==> src/rtl/pc_fetch_unit_pkg.sv <==
// pc_fetch_unit_pkg: shared fetch FSM encodings and branch FUNCT3 definitions.
package pc_fetch_unit_pkg;
  localparam logic [2:0] FUNCT3_BEQ  = 3'b000;
  localparam logic [2:0] FUNCT3_BNE  = 3'b001;
  localparam logic [2:0] FUNCT3_BLT  = 3'b100;
  localparam logic [2:0] FUNCT3_BGE  = 3'b101;
  localparam logic [2:0] FUNCT3_BLTU = 3'b110;
  localparam logic [2:0] FUNCT3_BGEU = 3'b111;
  typedef enum logic [2:0] {
    IDLE  = 3'd0,
    REQ   = 3'd1,
    WAIT  = 3'd2,
    HOLD  = 3'd3,
    ERROR = 3'd4
  } fetch_state_t;
  function automatic logic misaligned(input logic [1:0] lo);
    return lo != 2'b00;
  endfunction
endpackage

==> src/rtl/pc_fetch_unit.sv <==
// pc_fetch_unit: single-outstanding instruction fetch with hold/retire handshake and redirect.
module pc_fetch_unit
  import pc_fetch_unit_pkg::*;
#(
  parameter int XLEN = 32,
  parameter logic [XLEN-1:0] RESET_PC = '0
) (
  input  logic            clk,
  input  logic            rst,
  input  logic            take_branch,
  input  logic [XLEN-1:0] target,
  input  logic            stall,
  output logic            imem_req,
  output logic [XLEN-1:0] imem_addr,
  input  logic            imem_ready,
  input  logic            imem_rvalid,
  input  logic [31:0]     imem_rdata,
  output logic            instr_valid,
  output logic [31:0]     instr,
  output logic [XLEN-1:0] pc_out,
  output logic            misalign_err
);
  fetch_state_t state, next_state;
  logic [XLEN-1:0] pc;
  logic retire, bad_redirect;
  assign retire = state == HOLD && !stall;
  assign bad_redirect = take_branch && misaligned(target[1:0]);
  always_ff @(posedge clk) begin
    if (rst) state <= IDLE;
    else     state <= next_state;
  end
  always_comb begin
    next_state = IDLE;
    unique case (state)
      IDLE:    next_state = REQ;
      REQ:     next_state = imem_ready ? WAIT : REQ;
      WAIT:    next_state = imem_rvalid ? HOLD : WAIT;
      HOLD:    next_state = stall ? HOLD : bad_redirect ? ERROR : REQ;
      ERROR:   next_state = ERROR;
      default: next_state = IDLE;
    endcase
  end
  always_comb begin
    imem_req     = state == REQ;
    imem_addr    = pc;
    instr_valid  = state == HOLD;
    misalign_err = state == ERROR;
  end
  // Responses only land in WAIT; anything arriving elsewhere is stale and dropped.
  always_ff @(posedge clk) begin
    if (rst) begin
      pc     <= RESET_PC;
      instr  <= '0;
      pc_out <= '0;
    end else begin
      if (state == WAIT && imem_rvalid) begin
        instr  <= imem_rdata;
        pc_out <= pc;
      end
      if (retire && !bad_redirect) pc <= take_branch ? target : pc + XLEN'(4);
    end
  end
endmodule

==> config.mk <==
export PLATFORM = sky130hd
export DESIGN_NAME = pc_fetch_unit
export DESIGN_NICKNAME = d
export VERILOG_FILES = /design/src/rtl/pc_fetch_unit_pkg.sv /design/src/rtl/pc_fetch_unit.sv
export SDC_FILE = /design/constraint.sdc
export NUM_CORES = 1
export LEC_CHECK = 0
export BUFFER_PORTS_ARGS = -buffer_cell sky130_fd_sc_hd__buf_2
export CORE_MARGIN = 2
export CORE_UTILIZATION = 49
export DETAILED_ROUTE_END_ITERATION = 16
export PLACE_DENSITY = 0.8
export SETUP_SLACK_MARGIN = 0.15
export SLEW_MARGIN = 0
export SYNTH_ARGS = -nofsm -noshare
export SYNTH_HDL_FRONTEND = slang
export SYNTH_SLANG_ARGS = --single-unit
==> constraint.sdc <==
create_clock -name clk -period 2.3 [get_ports clk]
set_input_delay 0 -clock clk [delete_from_list [all_inputs] [get_ports clk]]
set_output_delay 0 -clock clk [all_outputs]
set_load 0.05 [all_outputs]
---- After elaboration in Yosys (flattened, before gate mapping) ----
Cells that the tools add are included.
cells by class
  $add $sub $neg .......................... 1
  equality and inequality tests ........... 4
  mux-type cells .......................... 6
  reduce and logical (&&, ||, !) cells .... 8
operators with widths
  cell                                                  count
  adder 32 x 3 -> 32 bit (second input constant)        1
  2-to-1 mux 32 bit                                     1
  case mux 3 bit (5 select lines)                       1
  equality test 3 x 2 -> 1 bit (second input constant)  2
  2-to-1 mux 3 bit                                      2
  logical AND 1 bit                                     4
  equality test 3 x 1 -> 1 bit (second input constant)  1
  equality test 3 bit (second input constant)           1
  zero test 3 bit                                       1
  zero test 1 bit                                       2
  2-to-1 mux 2 bit                                      1
  nonzero test 2 bit                                    1
  2-to-1 mux 1 bit                                      1
storage, ports and cells
  bits in registers ....................... 99
  input bits .............................. 70
  output and inout bits ................... 99
  word-level logic and storage cells ...... 23

---- Logic depth before layout (Yosys ltp) ----
  depth after elaboration ................. 5
  depth in mapped cells ................... 7

---- Least setup slack after synthesis ----
No wires, ideal clock.
  path type ............................... register to register
  start point ............................. register pc[2], in the netlist imem_addr[2]
  end point ............................... register pc[20], in the netlist imem_addr[20]
  library setup time ...................... 0.086 ns
  arrival ................................. 2.310 ns
  path slack .............................. -0.095 ns
  cell stages (with the launch flop) ...... 7
  buffers on the path ..................... 0
  path through ............................ dfxtp_1 -> ha_1 -> nand4_1 -> nor4_1 -> nand3_1 -> mux2i_1 -> a211oi_1
on the way
  longest elaborated chain between the ends .. 2
RTL lines
  what                      line                 source
  start: declaration        pc_fetch_unit.sv:24  logic [XLEN-1:0] pc;
  start signal: assignment  pc_fetch_unit.sv:60  if (retire && !bad_redirect) pc <= take_branch ? target : pc + XLEN'(4);
  adder 32 x 3 -> 32 bit    pc_fetch_unit.sv:60
  2-to-1 mux 32 bit         pc_fetch_unit.sv:60
No other way between the ends.
A chain may end at the register's enable or synchronous reset.

---- Final worst setup path ----
  start point ............................. register pc[7], in the netlist imem_addr[7]
  end point ............................... register pc[25], in the netlist imem_addr[25]
Same word-level chain as after synthesis.

==> summary.md <==
| Metric | Value |
|---|---|
| Commonest non-fill, non-tap cell in the layout | sky130_fd_sc_hd__buf_2 |
| Slew Limit Headroom | 51.96% |
| Distinct cells, synth | 53 |
| Critical Path Sink Type | register |
| Number of DRC violations after detailed-routing iteration 0 | 345 |
| Finish-stage setup viols | 0 |
| Wire length of the first global-routing pass | 22.60 mm |
| Worst EP arrival | 2.31 ns |
| Number of hold violations in the final report | 0 |
| DRC violations left | 0 |
| Net count, final | 845 |
| Syn Nets | 648 |
| Power per unit of standard cell area | 533.7 nW/µm² |
| Via count | 4,951 |
| Run status | finished, final reports clean |
| Sequential-to-total area share from yosys stat | 44.71% |
| Startpoint types | register |
| Number of flip-flops and latches in the synthesized netlist | 99 |
| Flip-flop cell with the highest count after synthesis | sky130_fd_sc_hd__dfxtp_1 |
| Share of synthesized registers carrying an async set or reset | 0% |
| Multiplexer share of the synthesized area | 2.032% |
| Final period utilization | 90.62% |
| Initial core utilization | 50.59% |
| Clk_lat worst skew | 0.37 ns |
| Overall routed net length | 13.95 mm |
| Synth Area in XOR/XNOR | 0.1976% |
| IO Port Bufs | 168 |
| Final estimated routing congestion in global placement | 0.9010 |
| Tmin final | 2.084 ns |
| CTS tree | built |
| Worst Setup Path Type | register to register |
| Compound-cell area share of the yosys netlist | 20.89% |
| Number of cell rows | 34 |
| Data required, critical path | 2.52 ns |
| Simple-gate portion of the synthesized area | 26.98% |
| Syn Std Cell Area | 4433 µm² |
| Post-DR wirelength/cell | 15.72 µm |
| Type of the tightest min-delay check | input port to register |
| Combined global-route utilization of all metal layers | 28.00% |
| Critical Path Fanout Max | 7 |
| Total Die Area | 9824 µm² |
| Largest cells by area after synthesis | sky130_fd_sc_hd__dfxtp_1 (45%), sky130_fd_sc_hd__nand2_1 (13%), sky130_fd_sc_hd__a21oi_1 (9.6%) |
| Clock buffers created by TritonCTS | 9 |
| Setup repair after global routing missed its margin | yes |
| Adder and majority cell fraction of the synthesized area | 0.2822% |
| Maximum number of pins on one net before global-route repair | 71 |
| Core ar. | 8763 µm² |
| Antenna violations before repair | 0 |
| Number of enable-type register cells in the synthesized netlist | 0 |
| Leftover overflow at the end of global routing | 0 |
| Slew @ Worst Pin | 0.7206 ns |
| Layout overhead on the synthesized area | 37.20% |
| Number of max-cap violations | 0 |
| Clock Tree Root | sky130_fd_sc_hd__clkbuf_8 |
| Leading area contributor after synthesis | sky130_fd_sc_hd__dfxtp_1 |
| Max Root-Sink Buffers | 2 |
| Via density | 5.582 |
| Share of the synthesized area in the top cell type | 44.71% |
| I/O pins | 169 |
| Reported leakage power | 0.002510 µW |
| Worst vdd ir | 305.4 µV |
| Horizontal extent of the die | 99.12 µm |
| Synthesized area per cell | 7.683 µm² |
| Fmax achieved | 479.8 MHz |
| Number of warnings issued by yosys | 0 |
| Combinational family with the most area after synthesis | simple AND/OR/NAND/NOR gates |
| Sinks on Clock Net | 99 |
| Synthesized instance count | 577 |
| Worst Clk Skew | 0.01351 ns |
| Iteration count of the initial detailed-routing pass | 5 |
| Count of antenna diodes in the layout | 0 |
| Via count of the first global-routing pass | 4,698 |
| Detailed-placement wirelength estimate | 9.399 mm |
| Fraction of layout instances using a drive strength above 1 | 28.24% |
| Height of the die | 99.12 µm |
| Summed negative setup slack over all endpoints | 0 ns |
| Total power after layout | 3246 µW |
| Filler cell count | 731 |
| Routed Antenna Nets | 0 |
| Max H-tree Level | 3 |
| Commonest cells after routing, fill and taps aside | sky130_fd_sc_hd__buf_2 (167), sky130_fd_sc_hd__nand2_1 (157), sky130_fd_sc_hd__dfxtp_1 (97) |
| Max-slew violations | 0 |
| Clk slew on worst S/H paths | 0.11 ns |
==> cells by family after synthesis <==
| group | after synthesis |
|---|---|
| AO/OA/AOI/OAI | 157 |
| XOR/XNOR | 1 |
| adder cells (fa/ha/maj) | 1 |
| buffers and inverters | 53 |
| flip-flops | 99 |
| multiplexers | 9 |
| AND/OR/NAND/NOR | 257 |
==> worst max-delay path: stages, from the launching register on <==
cell                      delay (ns)
sky130_fd_sc_hd__dfxtp_1        0.45
sky130_fd_sc_hd__nand3_2        0.21
sky130_fd_sc_hd__or3_1          0.49
sky130_fd_sc_hd__nor4_1         0.46
sky130_fd_sc_hd__mux2i_1        0.24
sky130_fd_sc_hd__o22ai_1        0.09
==> state kept, by name, indices dropped and copies added (netlist names) <==
name / cells
imem_addr: 32
pc_out: 32
state: 3
instr: 32
==> synth_stat cells, types with 2 or more instances <==
cell,count
sky130_fd_sc_hd__nand2_1,157
sky130_fd_sc_hd__nor2b_1,2
sky130_fd_sc_hd__a311oi_1,2
sky130_fd_sc_hd__inv_1,6
sky130_fd_sc_hd__buf_1,4
sky130_fd_sc_hd__and2_1,2
sky130_fd_sc_hd__dfxtp_1,99
sky130_fd_sc_hd__or4_1,2
sky130_fd_sc_hd__nand2b_1,2
sky130_fd_sc_hd__a31oi_1,7
sky130_fd_sc_hd__and4_1,4
sky130_fd_sc_hd__mux2i_1,9
sky130_fd_sc_hd__nor4_1,8
sky130_fd_sc_hd__a211oi_1,7
sky130_fd_sc_hd__clkbuf_1,33
sky130_fd_sc_hd__clkbuf_2,2
sky130_fd_sc_hd__buf_2,7
sky130_fd_sc_hd__o21ai_0,15
sky130_fd_sc_hd__o21a_1,3
sky130_fd_sc_hd__or3_1,4
sky130_fd_sc_hd__a21oi_1,85
sky130_fd_sc_hd__o211ai_1,2
sky130_fd_sc_hd__a22o_1,2
sky130_fd_sc_hd__a22oi_1,9
sky130_fd_sc_hd__and3_1,4
sky130_fd_sc_hd__nand3_1,13
sky130_fd_sc_hd__o31ai_1,5
sky130_fd_sc_hd__nor4_4,2
sky130_fd_sc_hd__a31o_2,3
sky130_fd_sc_hd__nor2_1,26
sky130_fd_sc_hd__nor3_1,9
sky130_fd_sc_hd__nor3b_1,4
sky130_fd_sc_hd__o22ai_1,9
sky130_fd_sc_hd__nand4_1,9
sky130_fd_sc_hd__a21o_1,2
==> timing repair <==
action,CTS,global route
setup endpoints to repair,2,13
gates resized for setup,1,4
endpoints found under the hold margin,48,0
buffers inserted,1,1
hold buffers,48,0
pin swaps,1,2
==> layout make-up <==
| cell class | instances | area [µm²] | area share, % |
|---|---|---|---|
| clock buffer | 10 | 137.6 | 2.263 |
| clock inverter | 6 | 55.05 | 0.9052 |
| inverter | 6 | 22.52 | 0.3703 |
| multi-input combinational | 425 | 2271 | 37.34 |
| sequential | 99 | 1984 | 32.63 |
| tap | 108 | 135.1 | 2.222 |
| timing repair buffer | 233 | 1476 | 24.27 |
==> per-stage QoR <==
stage | setup WS, ns | instances | hold WS, ns | utilization [%] | area [µm²]
CTS | 0.1521 | 886 | 0.0001391 | 69.09 | 6055
floorplan | 0.1465 | 577 | 0.1360 | - | 4442
global route | 0.1398 | 887 | 0.01241 | 69.40 | 6082
global placement | 0.2722 | 821 | 0.2391 | 61.27 | 5369
detailed placement | 0.1563 | 821 | 0.2465 | 61.27 | 5369
finish | 0.2157 | 887 | 0.005311 | 69.40 | 6082
==> path summary, 6_finish.rpt <==
path                                    from       endpoint  cells after the start  slack [ns]
worst max-delay path            imem_addr[7]  imem_addr[25]                      5        0.22
worst min-delay path               target[5]   imem_addr[5]                      5       0.005
worst max register to register  imem_addr[7]  imem_addr[25]                      5        0.22
worst min register to register     pc_out[7]      pc_out[7]                      2        0.46
==> report_power, final <==
group	switching, µW	total [µW]	internal, µW
Clock	648	1090	444
Combinational	234	395	161
Sequential	24.3	1760	1740
==> routing by layer <==
metal	share of wire, %	vias up	global-route usage, %
li1	-	2408	-
met1	42	2301	37.69
met2	49	216	45.63
met3	6.9	26	5.060
met4	2.1	0	9.378
met5	0	-	0
Power figures use the tool's default switching activity.
